File: src/rtl/doa_frame_sequencer_if.sv
// Control/status bundle between the DOA frame sequencer, its pipeline stages and the HPS register file.
// slave is the sequencer's view; master is the view of whatever drives the stage events and run controls.
interface doa_frame_sequencer_if #(
  parameter int CNT_W = 16
);
  logic              run;
  logic              single;
  logic              abort;
  logic              err_clr;
  logic              frame_ready;
  logic              fft_done;
  logic              detectdone;
  logic              weightdone;
  logic [9:0]        maxbin;
  logic signed [7:0] doa;

  logic              capture_en;
  logic              fft_start;
  logic              detect_start;
  logic              busy;
  logic              result_valid;
  logic signed [7:0] doa_out;
  logic [9:0]        bin_out;
  logic [CNT_W-1:0]  frame_count;
  logic              timeout_err;
  logic [2:0]        err_stage;

  modport slave (
    input  run, single, abort, err_clr,
    input  frame_ready, fft_done, detectdone, weightdone, maxbin, doa,
    output capture_en, fft_start, detect_start, busy, result_valid,
    output doa_out, bin_out, frame_count, timeout_err, err_stage
  );

  modport master (
    output run, single, abort, err_clr,
    output frame_ready, fft_done, detectdone, weightdone, maxbin, doa,
    input  capture_en, fft_start, detect_start, busy, result_valid,
    input  doa_out, bin_out, frame_count, timeout_err, err_stage
  );
endinterface

File: src/rtl/doa_frame_sequencer.sv
// Frame scheduler for the DOA pipeline: capture -> FFT -> peak detect -> beam search -> publish,
// with a per-wait timeout, sticky error reporting and a wrapping frame counter.
//
// state   | meaning
// IDLE    | waiting for run (blocked while timeout_err is set)
// CAPTURE | sample buffer filling, capture_en high, waiting for frame_ready
// FFT     | waiting for fft_done
// DETECT  | waiting for detectdone level
// WEIGH   | beam search running, waiting for weightdone
// PUBLISH | one cycle with result_valid high, picks next frame or IDLE
module doa_frame_sequencer #(
  parameter int TIMEOUT_CYC = 1048576,
  parameter int CNT_W       = 16
) (
  input  logic             clk,
  input  logic             reset,
  doa_frame_sequencer_if.slave bus
);

  localparam logic [2:0] IDLE    = 3'd0;
  localparam logic [2:0] CAPTURE = 3'd1;
  localparam logic [2:0] FFT     = 3'd2;
  localparam logic [2:0] DETECT  = 3'd3;
  localparam logic [2:0] WEIGH   = 3'd4;
  localparam logic [2:0] PUBLISH = 3'd5;

  localparam logic [23:0] TLIM = 24'(TIMEOUT_CYC - 1);

  logic [2:0]        state;
  logic              single_lat;
  logic [23:0]       tcnt;
  logic              capture_en;
  logic              fft_start;
  logic              detect_start;
  logic              result_valid;
  logic signed [7:0] doa_out;
  logic [9:0]        bin_out;
  logic [CNT_W-1:0]  frame_count;
  logic              timeout_err;
  logic [2:0]        err_stage;

  logic              in_wait;
  logic              evt;
  logic              tc_hit;

  // Event each wait state is looking for; anything else arriving is simply not seen.
  always_comb begin
    in_wait = 1'b0;
    evt     = 1'b0;
    case (state)
      CAPTURE: begin in_wait = 1'b1; evt = bus.frame_ready; end
      FFT:     begin in_wait = 1'b1; evt = bus.fft_done;    end
      DETECT:  begin in_wait = 1'b1; evt = bus.detectdone;  end
      WEIGH:   begin in_wait = 1'b1; evt = bus.weightdone;  end
      default: begin in_wait = 1'b0; evt = 1'b0;            end
    endcase
  end

  assign tc_hit = (tcnt == TLIM);

  always_ff @(posedge clk or posedge reset) begin
    if (reset) begin
      state        <= IDLE;
      single_lat   <= 1'b0;
      tcnt         <= '0;
      capture_en   <= 1'b0;
      fft_start    <= 1'b0;
      detect_start <= 1'b0;
      result_valid <= 1'b0;
      doa_out      <= '0;
      bin_out      <= '0;
      frame_count  <= '0;
      timeout_err  <= 1'b0;
      err_stage    <= '0;
    end else begin
      fft_start    <= 1'b0;
      detect_start <= 1'b0;
      result_valid <= 1'b0;

      // A timeout later in this block overrides a coincident clear.
      if (bus.err_clr) begin
        timeout_err <= 1'b0;
        err_stage   <= '0;
      end

      if (bus.abort) begin
        state      <= IDLE;
        capture_en <= 1'b0;
        tcnt       <= '0;
      end else if (in_wait && !evt) begin
        if (tc_hit) begin
          timeout_err <= 1'b1;
          err_stage   <= state;
          state       <= IDLE;
          capture_en  <= 1'b0;
          tcnt        <= '0;
        end else begin
          tcnt <= tcnt + 24'd1;
        end
      end else begin
        case (state)
          IDLE: begin
            tcnt <= '0;
            if (bus.run && !timeout_err) begin
              single_lat <= bus.single;
              capture_en <= 1'b1;
              state      <= CAPTURE;
            end
          end
          CAPTURE: begin
            capture_en <= 1'b0;
            fft_start  <= 1'b1;
            tcnt       <= '0;
            state      <= FFT;
          end
          FFT: begin
            detect_start <= 1'b1;
            tcnt         <= '0;
            state        <= DETECT;
          end
          DETECT: begin
            tcnt  <= '0;
            state <= WEIGH;
          end
          WEIGH: begin
            // Result is taken from the weightdone cycle so it is visible while in PUBLISH.
            doa_out      <= bus.doa;
            bin_out      <= bus.maxbin;
            result_valid <= 1'b1;
            frame_count  <= frame_count + 1'b1;
            tcnt         <= '0;
            state        <= PUBLISH;
          end
          PUBLISH: begin
            tcnt <= '0;
            if (bus.run && !single_lat) begin
              capture_en <= 1'b1;
              state      <= CAPTURE;
            end else begin
              state <= IDLE;
            end
          end
          default: begin
            capture_en <= 1'b0;
            tcnt       <= '0;
            state      <= IDLE;
          end
        endcase
      end
    end
  end

  assign bus.capture_en   = capture_en;
  assign bus.fft_start    = fft_start;
  assign bus.detect_start = detect_start;
  assign bus.busy         = (state != IDLE);
  assign bus.result_valid = result_valid;
  assign bus.doa_out      = doa_out;
  assign bus.bin_out      = bin_out;
  assign bus.frame_count  = frame_count;
  assign bus.timeout_err  = timeout_err;
  assign bus.err_stage    = err_stage;

endmodule

File: src/flat_wrapper.sv
// flat-port wrapper written by rule: the top's interface ports become plain ports
module doa_frame_sequencer_flat 
#(
  parameter int TIMEOUT_CYC = 1048576,
  parameter int CNT_W       = 16
)
  (clk, reset, bus_run, bus_single, bus_abort, bus_err_clr, bus_frame_ready, bus_fft_done, bus_detectdone, bus_weightdone, bus_maxbin, bus_doa, bus_capture_en, bus_fft_start, bus_detect_start, bus_busy, bus_result_valid, bus_doa_out, bus_bin_out, bus_frame_count, bus_timeout_err, bus_err_stage);
  doa_frame_sequencer_if #(.CNT_W(CNT_W)) bus_i ();
  input  logic clk;
  input  logic reset;
  input wire logic [$bits(bus_i.run)-1:0] bus_run;
  input wire logic [$bits(bus_i.single)-1:0] bus_single;
  input wire logic [$bits(bus_i.abort)-1:0] bus_abort;
  input wire logic [$bits(bus_i.err_clr)-1:0] bus_err_clr;
  input wire logic [$bits(bus_i.frame_ready)-1:0] bus_frame_ready;
  input wire logic [$bits(bus_i.fft_done)-1:0] bus_fft_done;
  input wire logic [$bits(bus_i.detectdone)-1:0] bus_detectdone;
  input wire logic [$bits(bus_i.weightdone)-1:0] bus_weightdone;
  input wire logic [$bits(bus_i.maxbin)-1:0] bus_maxbin;
  input wire logic [$bits(bus_i.doa)-1:0] bus_doa;
  output wire logic [$bits(bus_i.capture_en)-1:0] bus_capture_en;
  output wire logic [$bits(bus_i.fft_start)-1:0] bus_fft_start;
  output wire logic [$bits(bus_i.detect_start)-1:0] bus_detect_start;
  output wire logic [$bits(bus_i.busy)-1:0] bus_busy;
  output wire logic [$bits(bus_i.result_valid)-1:0] bus_result_valid;
  output wire logic [$bits(bus_i.doa_out)-1:0] bus_doa_out;
  output wire logic [$bits(bus_i.bin_out)-1:0] bus_bin_out;
  output wire logic [$bits(bus_i.frame_count)-1:0] bus_frame_count;
  output wire logic [$bits(bus_i.timeout_err)-1:0] bus_timeout_err;
  output wire logic [$bits(bus_i.err_stage)-1:0] bus_err_stage;
  assign bus_i.run = bus_run;
  assign bus_i.single = bus_single;
  assign bus_i.abort = bus_abort;
  assign bus_i.err_clr = bus_err_clr;
  assign bus_i.frame_ready = bus_frame_ready;
  assign bus_i.fft_done = bus_fft_done;
  assign bus_i.detectdone = bus_detectdone;
  assign bus_i.weightdone = bus_weightdone;
  assign bus_i.maxbin = bus_maxbin;
  assign bus_i.doa = bus_doa;
  assign bus_capture_en = bus_i.capture_en;
  assign bus_fft_start = bus_i.fft_start;
  assign bus_detect_start = bus_i.detect_start;
  assign bus_busy = bus_i.busy;
  assign bus_result_valid = bus_i.result_valid;
  assign bus_doa_out = bus_i.doa_out;
  assign bus_bin_out = bus_i.bin_out;
  assign bus_frame_count = bus_i.frame_count;
  assign bus_timeout_err = bus_i.timeout_err;
  assign bus_err_stage = bus_i.err_stage;
  doa_frame_sequencer #(.TIMEOUT_CYC(TIMEOUT_CYC), .CNT_W(CNT_W)) u_core (.clk(clk), .reset(reset), .bus(bus_i));
endmodule
File: config.mk
export PLATFORM = sky130hd
export DESIGN_NAME = doa_frame_sequencer_flat
export DESIGN_NICKNAME = d
export VERILOG_FILES = /design/src/rtl/doa_frame_sequencer_if.sv /design/src/rtl/doa_frame_sequencer.sv /design/src/flat_wrapper.sv
export SDC_FILE = /design/constraint.sdc
export NUM_CORES = 1
export LEC_CHECK = 0
export ABC_AREA = 0
export BUFFER_PORTS_ARGS = -buffer_cell sky130_fd_sc_hd__buf_2
export CORE_MARGIN = 1.5
export CORE_UTILIZATION = 23
export DETAILED_ROUTE_END_ITERATION = 10
export SLEW_MARGIN = 15
export SYNTH_ARGS = -nofsm -noshare
export SYNTH_HDL_FRONTEND = slang
export SYNTH_SLANG_ARGS = --single-unit
File: constraint.sdc
create_clock -name clk -period 2.7 [get_ports clk]
set_clock_uncertainty 0.15 [all_clocks]
set_input_delay 0.54 -clock clk [delete_from_list [all_inputs] [get_ports clk]]
set_output_delay 0.54 -clock clk [all_outputs]
set_load 0.01 [all_outputs]
# == After elaboration in Yosys (flattened, before gate mapping) ==
# Cells that the tools add are included.
# W data, S select, Z words.
# totals
inputBits,28
regBits,70
out_inout_bits,43
# classes
bitwise_logic,2
n_reduce_logical,14
eq_ne,10
add_sub_neg,2
n_mux,34
# op_table
cell,n
$mux W24,3
$add A24 B1 Y24 const B,1
$eq A24 B20 Y1 const B,1
$mux W3,8
$mux W1,20
$pmux W3 S6,1
$add A16 B1 Y16 const B,1
$ne A4 B2 Y1 const B,2
$reduce_and A4 Y1,2
$eq A3 B2 Y1 const B,2
$eq A3 B3 Y1 const B,2
$pmux W1 S4,1
$reduce_or A4 Y1,1
$eq A3 B1 Y1 const B,1
$logic_and A1 B1 Y1,3
$logic_not A1 Y1,3
$logic_not A3 Y1,1
$ne A3 B1 Y1 const B,1
$ne A3 B2 Y1 const B,1
$pmux W1 S3,1
$reduce_and A3 Y1,1
$reduce_bool A3 Y1,1
$reduce_or A3 Y1,1
$not A1 Y1,2
$reduce_and A2 Y1,1

# == Longest topological paths before layout ==
# Gate-level depths: netlist (run 1).
# logic_depth
depth_word,6
depth_mapped,7
depth_no_buf,6

# == Worst setup path after synthesis (run 1) ==
# Ideal clock, no wire load.
# synth_path
path_type,flip-flop to flip-flop
startpoint,reg u_core.tcnt[0]
endpoint,"reg u_core.err_stage[0], in the netlist u_core.bus.err_stage[0]"
stages_incl_launch_ff,7
arrival_time_ps,1832
setup_time_ps,125
synth_period_minus_slack_ps,2107
slack_ps,593
t_required_ps,2425
path_cell_list,dfrtp_1 ha_1 and3_1 nand3_1 nor4_4 and2b_1 mux2_2
# synth_between
elab_chain_cells,4
# synth_lines
element,line_no,rtl
start: declaration,doa_frame_sequencer.sv:31,logic [23:0] tcnt;
start signal: assignment,doa_frame_sequencer.sv:98,tcnt <= tcnt + 24'd1;
$eq A24 B20 Y1,doa_frame_sequencer.sv:59,assign tc_hit = (tcnt == TLIM);
$mux W3,doa_frame_sequencer.sv:91,if (tc_hit) begin
$mux W3,doa_frame_sequencer.sv:90,end else if (in_wait && !evt) begin
$mux W3,doa_frame_sequencer.sv:86,if (bus.abort) begin
end signal: assignment,doa_frame_sequencer.sv:93,err_stage <= state;
end: declaration,doa_frame_sequencer.sv:40,logic [2:0] err_stage;
# Every way passes these cells.
# A chain may end at the register's enable or synchronous reset.

# == Worst setup path in the final report (run 1) ==
# Same ends and word-level chain as after synthesis.

==> results.toml, run 1 <==
[status]
status = "completed"

[setup_path]
startpoint_type = "flop"
cp-end-kind = "flop"
arrival_ns = 2.44
cpPeakStageDelay_ns = 0.48
cp_cell_sequence = "ha_1 -> and3_1 -> nand3_1 -> nor4_4 -> and2b_1 -> mux2_2"
crit_path_start = "u_core.tcnt[0]$_DFF_PP0_"
crit_type = "reg2reg"
critPathMaxFanout = 6
cp.required_ns = 2.76
cp_slowest_cell = "nor4_4"
worstReg2RegStart = "u_core.tcnt[0]$_DFF_PP0_"

[place]
placed_area_mm2 = 0.00378
dp_hpwl_mm = 5.17
post-place-cells = 566
gp_congestion = 0.745
portBuffers = 70
place_ws_ns = 0.336

[route]
vias = 2482
firstDrtPassIters = 4
avgRoutedWirePerCell_um = 11.9
drc = 0
viasPerCell = 4.28
ant_nets = 0
wirelength_mm = 6.91
initialDrtViolationCount = 92

[floorplan]
die_x_um = 121
start_util = 0.238
core_area_mm2 = 0.0134
die_area_mm2 = 0.0146
ioPinCount = 71
fp.dieH_um = 121
num_rows = 42

[clocking]
cts_hold_buf = 0
cts-root-buf = "clkbuf_16"
clkLatencyLatePin_ns = 0.33
ctsHtreeMaxLevel = 3
clk_path_buf_depth = 2
clk_pin_slew_ns = 0.05
cts_resized = 0
post_cts_buffers = 0
numCtsBuffers = 9
clock_sinks = 70
tritoncts = "built"

[logic_synthesis]
avgSynthCellArea_um2 = 9.85
syn_area_mm2 = 0.00319
yosys_warnings = 0
synth_flop_cell = "dfrtp_1"
synth_seq_cells = 70
yosysTopAreaCellShare = 0.549
synth_cell_types = 37
synth-seq-area-share = 0.549
yosysTopAreaCell = "dfrtp_1"
synth_area_leaders = "dfrtp_1 (55%), nand2_1 (8.5%), xnor2_1 (6.3%), nor2_1 (3.9%), xor2_1 (3.8%)"
synthCells = 324
synth_nets = 354
synth_edf_count = 0
async_reset_ff_frac = 1.00

[power]
p_per_area_mw_per_mm2 = 678
peakVddDrop_mv = 0.324
power.leakage_nw = 2.01

[timing]
setup_ws_ns = 0.317
finalSetupViolCount = 0
hold_ws_ns = 0.0285
fin_setup_tns_ns = 0
min_period_ns = 2.38
rsz0062_at_grt = "no"
drv_slew = 0
hold_viol_final = 0
tightest_slew_ns = 0.614
fin_crit_sh = 0.883
relSlewSlack = 0.587
fmax_mhz = 420

[global_route]
overflow = 0
antenna_found_initial = 0
grt_pass1_wl_mm = 11.7
grt_use_total = 0.0997
grt_max_degree = 57
grt_pass1_vias = 2480

[worst_hold_path]
hold_class = "in2async"

[layout]
drive_above_1_share = 0.250
antenna_cells = 0
fin_cells = 580
finish.instance_area_mm2 = 0.00405
fillers = 1388
nNetsFinal = 431
syn_to_final_growth_pct = 27.0

[job]
maxCapViolations = 0
[logic make-up (layout without fill, tap and decap cells)]
| kind of cell | Yosys count | in the layout | synth area share |
|---|---|---|---|
| compound gates | 14 | 14 | 0.0294 |
| xor+xnor | 37 | 37 | 0.102 |
| fa+ha+maj | 2 | 2 | 0.00784 |
| buf+inv | 20 | 100 | 0.0263 |
| flops | 70 | 70 | 0.549 |
| mux | 8 | 8 | 0.0274 |
| simple gates | 173 | 173 | 0.259 |
[final cells by class]
type	count	area, um^2	area share
inverter	9	33.8	0.00834
clock inverter	1	5.00	0.00123
timing repair buffer	77	415	0.103
clock buffer	13	270	0.0667
multi-input combinational	234	1360	0.335
sequential	70	1750	0.432
tap	176	220	0.0543
[critical path, delay by kind of cell, from the launching register on]
| kind | cells | cell delay [ns] |
|---|---|---|
| AND/OR/NAND/NOR | 4 | 1.17 |
| flip-flops | 1 | 0.38 |
| multiplexers | 1 | 0.35 |
| adder cells (fa/ha/maj) | 1 | 0.22 |
[metrics by stage]
stage                      util  power (mW)
after floorplan               -        1.51
after global placement    0.282        1.68
after detailed placement  0.282        1.69
after CTS                 0.302        2.79
after global routing      0.302        2.90
final                     0.302        2.75
[power breakdown]
part | leakage (nW) | switching (mW) | total (mW) | internal, mW
combinational | 0.924 | 0.249 | 0.445 | 0.196
clock | 0.138 | 0.393 | 1.08 | 0.684
sequential | 0.946 | 0.0686 | 1.23 | 1.16
total | 2.01 | 0.711 | 2.75 | 2.04
[metal layers]
layer / wire (um) / vias up / share of wire / GRT usage
li1: - / 1226 / - / -
met1: 3160 / 1180 / 0.46 / 0.124
met2: 3270 / 64 / 0.47 / 0.161
met3: 374 / 12 / 0.054 / 0.0344
met4: 105 / 0 / 0.015 / 0.0331
met5: 0 / - / 0 / 0
[registers in the layout, summed over array words and instances (netlist names)]
name                     cells
u_core.state                 3
u_core.bus.doa_out           8
u_core.bus.frame_count      16
u_core.bus.detect_start      1
u_core.bus.err_stage         3
u_core.tcnt                 24
u_core.bus.fft_start         1
u_core.bus.timeout_err       1
u_core.bus.result_valid      1
u_core.bus.capture_en        1
u_core.bus.bin_out          10
u_core.single_lat            1
[path summary, 6_finish.rpt]
path	slack [ns]	cells after the start	endpoint
worst min-delay path	0.03	2	u_core.tcnt[11]$_DFF_PP0_
min in group clk	0.25	3	u_core.bus.doa_out[4]$_DFFE_PP0P_
worst max-delay path	0.32	6	u_core.bus.err_stage[0]$_DFF_PP0_
max in group asynchronous	1.78	3	u_core.state[1]$_DFFE_PP0P_
worst max register to register	0.32	6	u_core.bus.err_stage[0]$_DFF_PP0_
worst min register to register	0.32	1	u_core.bus.frame_count[15]$_DFFE_PP0P_
[synthesized netlist by cell type (2+ instances only)]
cell type,number
nor2b_1,8
nor2_1,33
buf_2,7
a21oi_1,3
nor4_1,3
mux2_2,6
mux2i_1,2
or3_1,4
nand4_1,7
xor2_1,14
and4_1,3
xnor2_1,23
nand2_1,72
ha_1,2
clkbuf_1,4
and3_1,4
o21ai_0,2
and2_1,3
dfrtp_1,70
nand3_1,22
nor3_1,5
a21o_1,4
inv_1,9
[placed cells by master (no fill, tap or decap), drive strengths merged, types with 6 or more instances in the layout]
master,synthesis,layout
dfrtp,70,70
clkbuf,4,13
nor2b,8,8
nor3,6,6
nor2,33,33
inv,9,9
xor2,14,14
mux2,6,6
xnor2,23,23
nand4,7,7
nand2,72,72
buf,7,77
nand3,22,22
Power figures use the tool's default switching activity.
==> inputs of run 2 (changes only) <==
--- a/config.mk
+++ b/config.mk
@@ -7,9 +7,12 @@
 export LEC_CHECK = 0
 export ABC_AREA = 0
 export BUFFER_PORTS_ARGS = -buffer_cell sky130_fd_sc_hd__buf_2
+export CELL_PAD_IN_SITES_DETAIL_PLACEMENT = 1
+export CELL_PAD_IN_SITES_GLOBAL_PLACEMENT = 1
 export CORE_MARGIN = 1.5
 export CORE_UTILIZATION = 23
 export DETAILED_ROUTE_END_ITERATION = 10
+export PLACE_DENSITY_LB_ADDON = 0.1
 export SLEW_MARGIN = 15
 export SYNTH_ARGS = -nofsm -noshare
 export SYNTH_HDL_FRONTEND = slang
==> results.toml, run 2 (synthesized netlist as in run 1, its figures left out) <==
[route]
initialDrtViolationCount = 67
firstDrtPassIters = 4
vias = 2497
viasPerCell = 4.29
avgRoutedWirePerCell_um = 14.0
drc = 0
wirelength_mm = 8.18
ant_nets = 0

[power]
power.leakage_nw = 2.05
p_per_area_mw_per_mm2 = 763
peakVddDrop_mv = 0.305
p_total_mw = 3.17

[setup_path]
worstReg2RegStart = "u_core.tcnt[0]$_DFF_PP0_"
endpoint = "u_core.bus.err_stage[2]$_DFF_PP0_"
crit_path_start = "u_core.tcnt[0]$_DFF_PP0_"
reg2reg_slack_ns = 0.31
critPathMaxFanout = 6
cp_cell_sequence = "ha_1 -> and3_1 -> nand3_1 -> nor4_4 -> and2b_1 -> mux2_2"
crit_type = "reg2reg"
cp_slowest_cell = "nor4_4"
r2r_cells = 6
cpPeakStageDelay_ns = 0.47
reg2reg_to = "u_core.bus.err_stage[2]$_DFF_PP0_"
cp-end-kind = "flop"
cp.required_ns = 2.77
arrival_ns = 2.46
startpoint_type = "flop"

[worst_hold_path]
hold_class = "in2async"

[timing]
tightest_slew_ns = 0.727
fin_setup_tns_ns = 0
fin_crit_sh = 0.883
min_period_ns = 2.39
finalSetupViolCount = 0
setup_ws_ns = 0.315
hold_viol_final = 0
drv_slew = 0
relSlewSlack = 0.511
fmax_mhz = 419
rsz0062_at_grt = "no"
hold_ws_ns = 0.0674

[floorplan]
core_area_mm2 = 0.0134
num_rows = 42
die_x_um = 121
fp.dieH_um = 121
ioPinCount = 71
die_area_mm2 = 0.0146
start_util = 0.238

[layout]
final_common_cell = "nand2_1"
regMostFlops = "u_core.tcnt"
syn_to_final_growth_pct = 30.0
fillers = 1601
antenna_cells = 0
regArea_mm2 = 0.00175
nNetsFinal = 431
top_regs = "u_core.tcnt x24, u_core.bus.frame_count x16, u_core.bus.bin_out x10"
largest_reg_flops = 24
multi_input_area_mm2 = 0.00136
layout_common_cells = "nand2_1 (72), buf_2 (70), dfrtp_1 (70), nor2_1 (33), xnor2_1 (23)"
drive_above_1_share = 0.256

[clocking]
tritoncts = "built"
post_cts_buffers = 0
cts-root-buf = "clkbuf_16"
ctsHtreeMaxLevel = 3
clock_sinks = 70
cts_hold_buf = 0
clk_path_buf_depth = 2
cts_resized = 0
numCtsBuffers = 9
clkLatencyLatePin_ns = 0.34
clk_pin_slew_ns = 0.06

[global_route]
grt_pass1_wl_mm = 13.8
grt_use_total = 0.123
overflow = 0
grt_max_degree = 51
grt_pass1_vias = 2771
antenna_found_initial = 0

[place]
place_ws_ns = 0.291
portBuffers = 70
dp_hpwl_mm = 5.83
gp_congestion = 0.737

[job]
maxCapViolations = 0

[status]
status = "completed"
## run 2: changes by cell type in the layout (fill, tap and decap cells not counted)
cell,previous run,this run
clkinvlp_4,0,1
clkbuf_8,3,1
clkbuf_1,1,0
bufinv_16,0,4
## run 2: through the flow
stage | utilization | instances | cell area [um^2]
floorplan | - | 324 | 3190
detailed placement | 0.282 | 566 | 3780
global placement | 0.282 | 566 | 3780
global route | 0.310 | 582 | 4150
finish | 0.310 | 582 | 4150
CTS | 0.310 | 582 | 4150
## run 2: routing by layer
layer / track usage / wire (um) / up-vias
met5: 0 / 0 / -
met3: 0.0467 / 458 / 10
met2: 0.186 / 3690 / 51
li1: - / - / 1215
met4: 0.0574 / 178 / 0
met1: 0.155 / 3850 / 1221
## run 2: worst max-delay path, delay by kind of cell (launching register included)
family / cells / cell delay (ns)
fa+ha+maj: 1 / 0.22
simple gates: 4 / 1.15
flops: 1 / 0.39
mux: 1 / 0.35
## run 2: how the worst min path moves through the flow
stage | from | endpoint | slack, ns | cells past startpoint
floorplan | u_core.tcnt[0]$_DFF_PP0_ | u_core.tcnt[0]$_DFF_PP0_ | 0.30 | 1
global placement | u_core.bus.doa_out[7]$_DFFE_PP0P_ | u_core.bus.doa_out[7]$_DFFE_PP0P_ | 0.30 | 2
detailed placement | u_core.bus.doa_out[1]$_DFFE_PP0P_ | u_core.bus.doa_out[1]$_DFFE_PP0P_ | 0.31 | 2
CTS | reset | u_core.bus.frame_count[12]$_DFFE_PP0P_ | 0.09 | 2
global route | reset | u_core.bus.frame_count[13]$_DFFE_PP0P_ | 0.11 | 2
finish | reset | u_core.bus.frame_count[12]$_DFFE_PP0P_ | 0.07 | 2
## run 2: cell type report
| type | count | share of cell area |
|---|---|---|
| clock inverter | 6 | 0.0320 |
| timing repair buffer | 77 | 0.100 |
| clock buffer | 10 | 0.0576 |
| sequential | 70 | 0.422 |
| multi-input combinational | 234 | 0.327 |
| inverter | 9 | 0.00814 |
| tap | 176 | 0.0531 |
## run 2: power by group
group | switching, mW | leakage, nW | total [mW] | internal (mW)
Clock | 0.471 | 0.179 | 1.49 | 1.02
Sequential | 0.0676 | 0.946 | 1.22 | 1.16
Combinational | 0.258 | 0.924 | 0.454 | 0.196
==> inputs of run 3 (changes only) <==
--- a/config.mk
+++ b/config.mk
@@ -5,7 +5,7 @@
 export SDC_FILE = /design/constraint.sdc
 export NUM_CORES = 1
 export LEC_CHECK = 0
-export ABC_AREA = 0
+export ABC_AREA = 1
 export BUFFER_PORTS_ARGS = -buffer_cell sky130_fd_sc_hd__buf_2
 export CELL_PAD_IN_SITES_DETAIL_PLACEMENT = 1
 export CELL_PAD_IN_SITES_GLOBAL_PLACEMENT = 1
==> constraint.sdc (replaced) <==
create_clock -name clk -period 2.35 [get_ports clk]
set_clock_uncertainty 0.15 [all_clocks]
set_input_delay 0 -clock clk [delete_from_list [all_inputs] [get_ports clk]]
set_output_delay 0 -clock clk [all_outputs]
set_load 0.01 [all_outputs]
==> results.toml, run 3 <==
[power]
combPwrFrac = 0.195
clkPwrFrac = 0.390
p_per_area_mw_per_mm2 = 761
seq_power_share = 0.415
p_switching_mw = 1.03
switching_share = 0.297
power.leakage_nw = 2.30
peakVddDrop_mv = 0.324
p_int_mw = 2.44

[logic_synthesis]
syn_area_mm2 = 0.00342
synth_nets = 414
yosys_warnings = 0
synth_top_family_by_area = "simple AND/OR/NAND/NOR gates"
yosysTopAreaCell = "dfrtp_1"
synthAdderAreaFrac = 0.00731
synth_mux_area_frac = 0
synth_cell_types = 33
synth_seq_cells = 70
yosysTopAreaCellShare = 0.512
synth_common_cells = "nand2_1 (114), dfrtp_1 (70), nor2_1 (43), inv_1 (28), nand3_1 (24)"
synthSimpleGateAreaFrac = 0.331
synth_flop_cell = "dfrtp_1"
synth_area_leaders = "dfrtp_1 (51%), nand2_1 (13%), nor2_1 (4.7%), xor2_1 (4.6%), nand3_1 (3.5%)"
synthXorXnorAreaFrac = 0.0768
synth_edf_count = 0
async_reset_ff_frac = 1.00
synth-seq-area-share = 0.512
synth_compound_area_frac = 0.0139
avgSynthCellArea_um2 = 8.91
synthCells = 384
synth.most_common_cell = "nand2_1"

[floorplan]
ioPinCount = 71
die_x_um = 125
num_rows = 44
core_area_mm2 = 0.0145
fp.dieH_um = 125
die_area_mm2 = 0.0156
start_util = 0.235

[layout]
nNetsFinal = 520
post-route-util = 0.314
largest_reg_flops = 24
top_regs = "u_core.tcnt x24, u_core.bus.frame_count x16, u_core.bus.bin_out x10"
antenna_cells = 0
layout_common_cells = "nand2_1 (114), buf_2 (70), dfrtp_1 (67), nor2_1 (42), dlygate4sd3_1 (29)"
regMostFlops = "u_core.tcnt"
drive_above_1_share = 0.259
final_common_cell = "nand2_1"
finish.instance_area_mm2 = 0.00457
syn_to_final_growth_pct = 33.5

[timing]
hold_viol_final = 0
relSlewSlack = 0.524
finalSetupViolCount = 0
rsz0062_at_grt = "no"
fmax_mhz = 462
fin_setup_tns_ns = 0
tightest_slew_ns = 0.713
min_period_ns = 2.16
fin_crit_sh = 0.920
drv_slew = 0
setup_ws_ns = 0.187

[place]
dp_hpwl_mm = 6.43
place_ws_ns = 0.301
gp_congestion = 0.695
placed_area_mm2 = 0.00398
portBuffers = 70

[route]
vias = 2853
avgRoutedWirePerCell_um = 13.2
wirelength_mm = 8.97
drc = 0
viasPerCell = 4.21
firstDrtPassIters = 4
ant_nets = 0
initialDrtViolationCount = 118

[global_route]
antenna_found_initial = 0
grt_use_total = 0.124
grt_pass1_vias = 3090
grt_pass1_wl_mm = 15.4
overflow = 0
grt_max_degree = 33

[setup_path]
cp.required_ns = 2.48
cp-end-kind = "flop"
arrival_ns = 2.29
crit_type = "reg2reg"
startpoint_type = "flop"
critPathMaxFanout = 8

[clocking]
clk_pin_slew_ns = 0.06
numCtsBuffers = 9
ctsHtreeMaxLevel = 3
cts-root-buf = "clkbuf_16"
clk_path_buf_depth = 2
clkLatencyLatePin_ns = 0.34
tritoncts = "built"
clock_sinks = 70

[job]
maxCapViolations = 0

[worst_hold_path]
hold_class = "in2reg"

[status]
status = "completed"
-- run 3: metal layers --
layer  GRT usage  up-vias  part of all wire
met2       0.195       53              0.46
li1            -     1412                 -
met1       0.156     1373              0.47
met3      0.0398       15             0.047
met4      0.0501        0             0.019
met5           0        -                 0
-- run 3: critical path, cell delays in order (launching register included) --
cell and delay [ns]:
dfrtp_2 0.49, inv_1 0.13, nand4_1 0.13, nand2_2 0.13, nor2_4 0.05, nand2_2 0.11, inv_1 0.07, nor2_2 0.12
nand3_1 0.08, dlygate4sd3_1 0.57, nand2_1 0.07
-- run 3: cell type report --
class                      count  area [um^2]
fill                        1753         9960
tap                          184          230
inverter                      32          124
multi-input combinational    272         1470
clock inverter                 4         47.5
clock buffer                  11          243
sequential                    70         1760
timing repair buffer         105          698
-- run 3: cell families (layout without fill, tap and decap cells) --
kind of cell / Yosys count / count (layout)
buffers and inverters: 42 / 152
and+or+nand+nor: 232 / 232
DFF: 70 / 70
xor gates and xnor gates: 30 / 30
AOI/OAI and AO/OA: 8 / 8
adders and majority gates: 2 / 2
-- run 3: through the flow --
| step | cells | total power, mW | hold WS, ns |
|---|---|---|---|
| final | 678 | 3.48 | 0.181 |
| after global routing | 678 | 3.69 | 0.229 |
| after CTS | 678 | 3.55 | 0.184 |
| after detailed placement | 634 | 2.11 | 0.0198 |
| after global placement | 634 | 2.10 | 0.0269 |
| after floorplan | 384 | 1.89 | -0.0836 |
-- run 3: path summary, 6_finish.rpt --
check                                            startpoint                           endpoint  slack [ns]  cells past startpoint
worst max-delay path            u_core.state[1]$_DFFE_PP0P_      u_core.single_lat$_DFFE_PP0P_        0.19                     10
worst min-delay path                         bus_detectdone          u_core.tcnt[17]$_DFF_PP0_        0.18                      8
worst max register to register  u_core.state[1]$_DFFE_PP0P_      u_core.single_lat$_DFFE_PP0P_        0.19                     10
worst min register to register     u_core.tcnt[0]$_DFF_PP0_           u_core.tcnt[0]$_DFF_PP0_        0.32                      1
max in group asynchronous                             reset        u_core.state[1]$_DFFE_PP0P_        1.24                      4
min in group asynchronous                             reset  u_core.bus.result_valid$_DFF_PP0_        0.19                      3
-- run 3: timing repair --
item,4_1_cts,5_1_grt
buffers inserted,0,0
setup endpoints to repair,0,1
resized for setup,0,4
endpoints found under the hold margin,59,0
hold buffers,29,0
-- run 3: power groups by stage --
stage | clock, mW | combinational [mW] | sequential, mW
2_1_floorplan | 0 | 0.436 | 1.46
3_3_place_gp | 0 | 0.648 | 1.45
3_5_place_dp | 0 | 0.657 | 1.46
4_1_cts | 1.42 | 0.697 | 1.44
5_1_grt | 1.46 | 0.767 | 1.46
6_report | 1.36 | 0.679 | 1.44
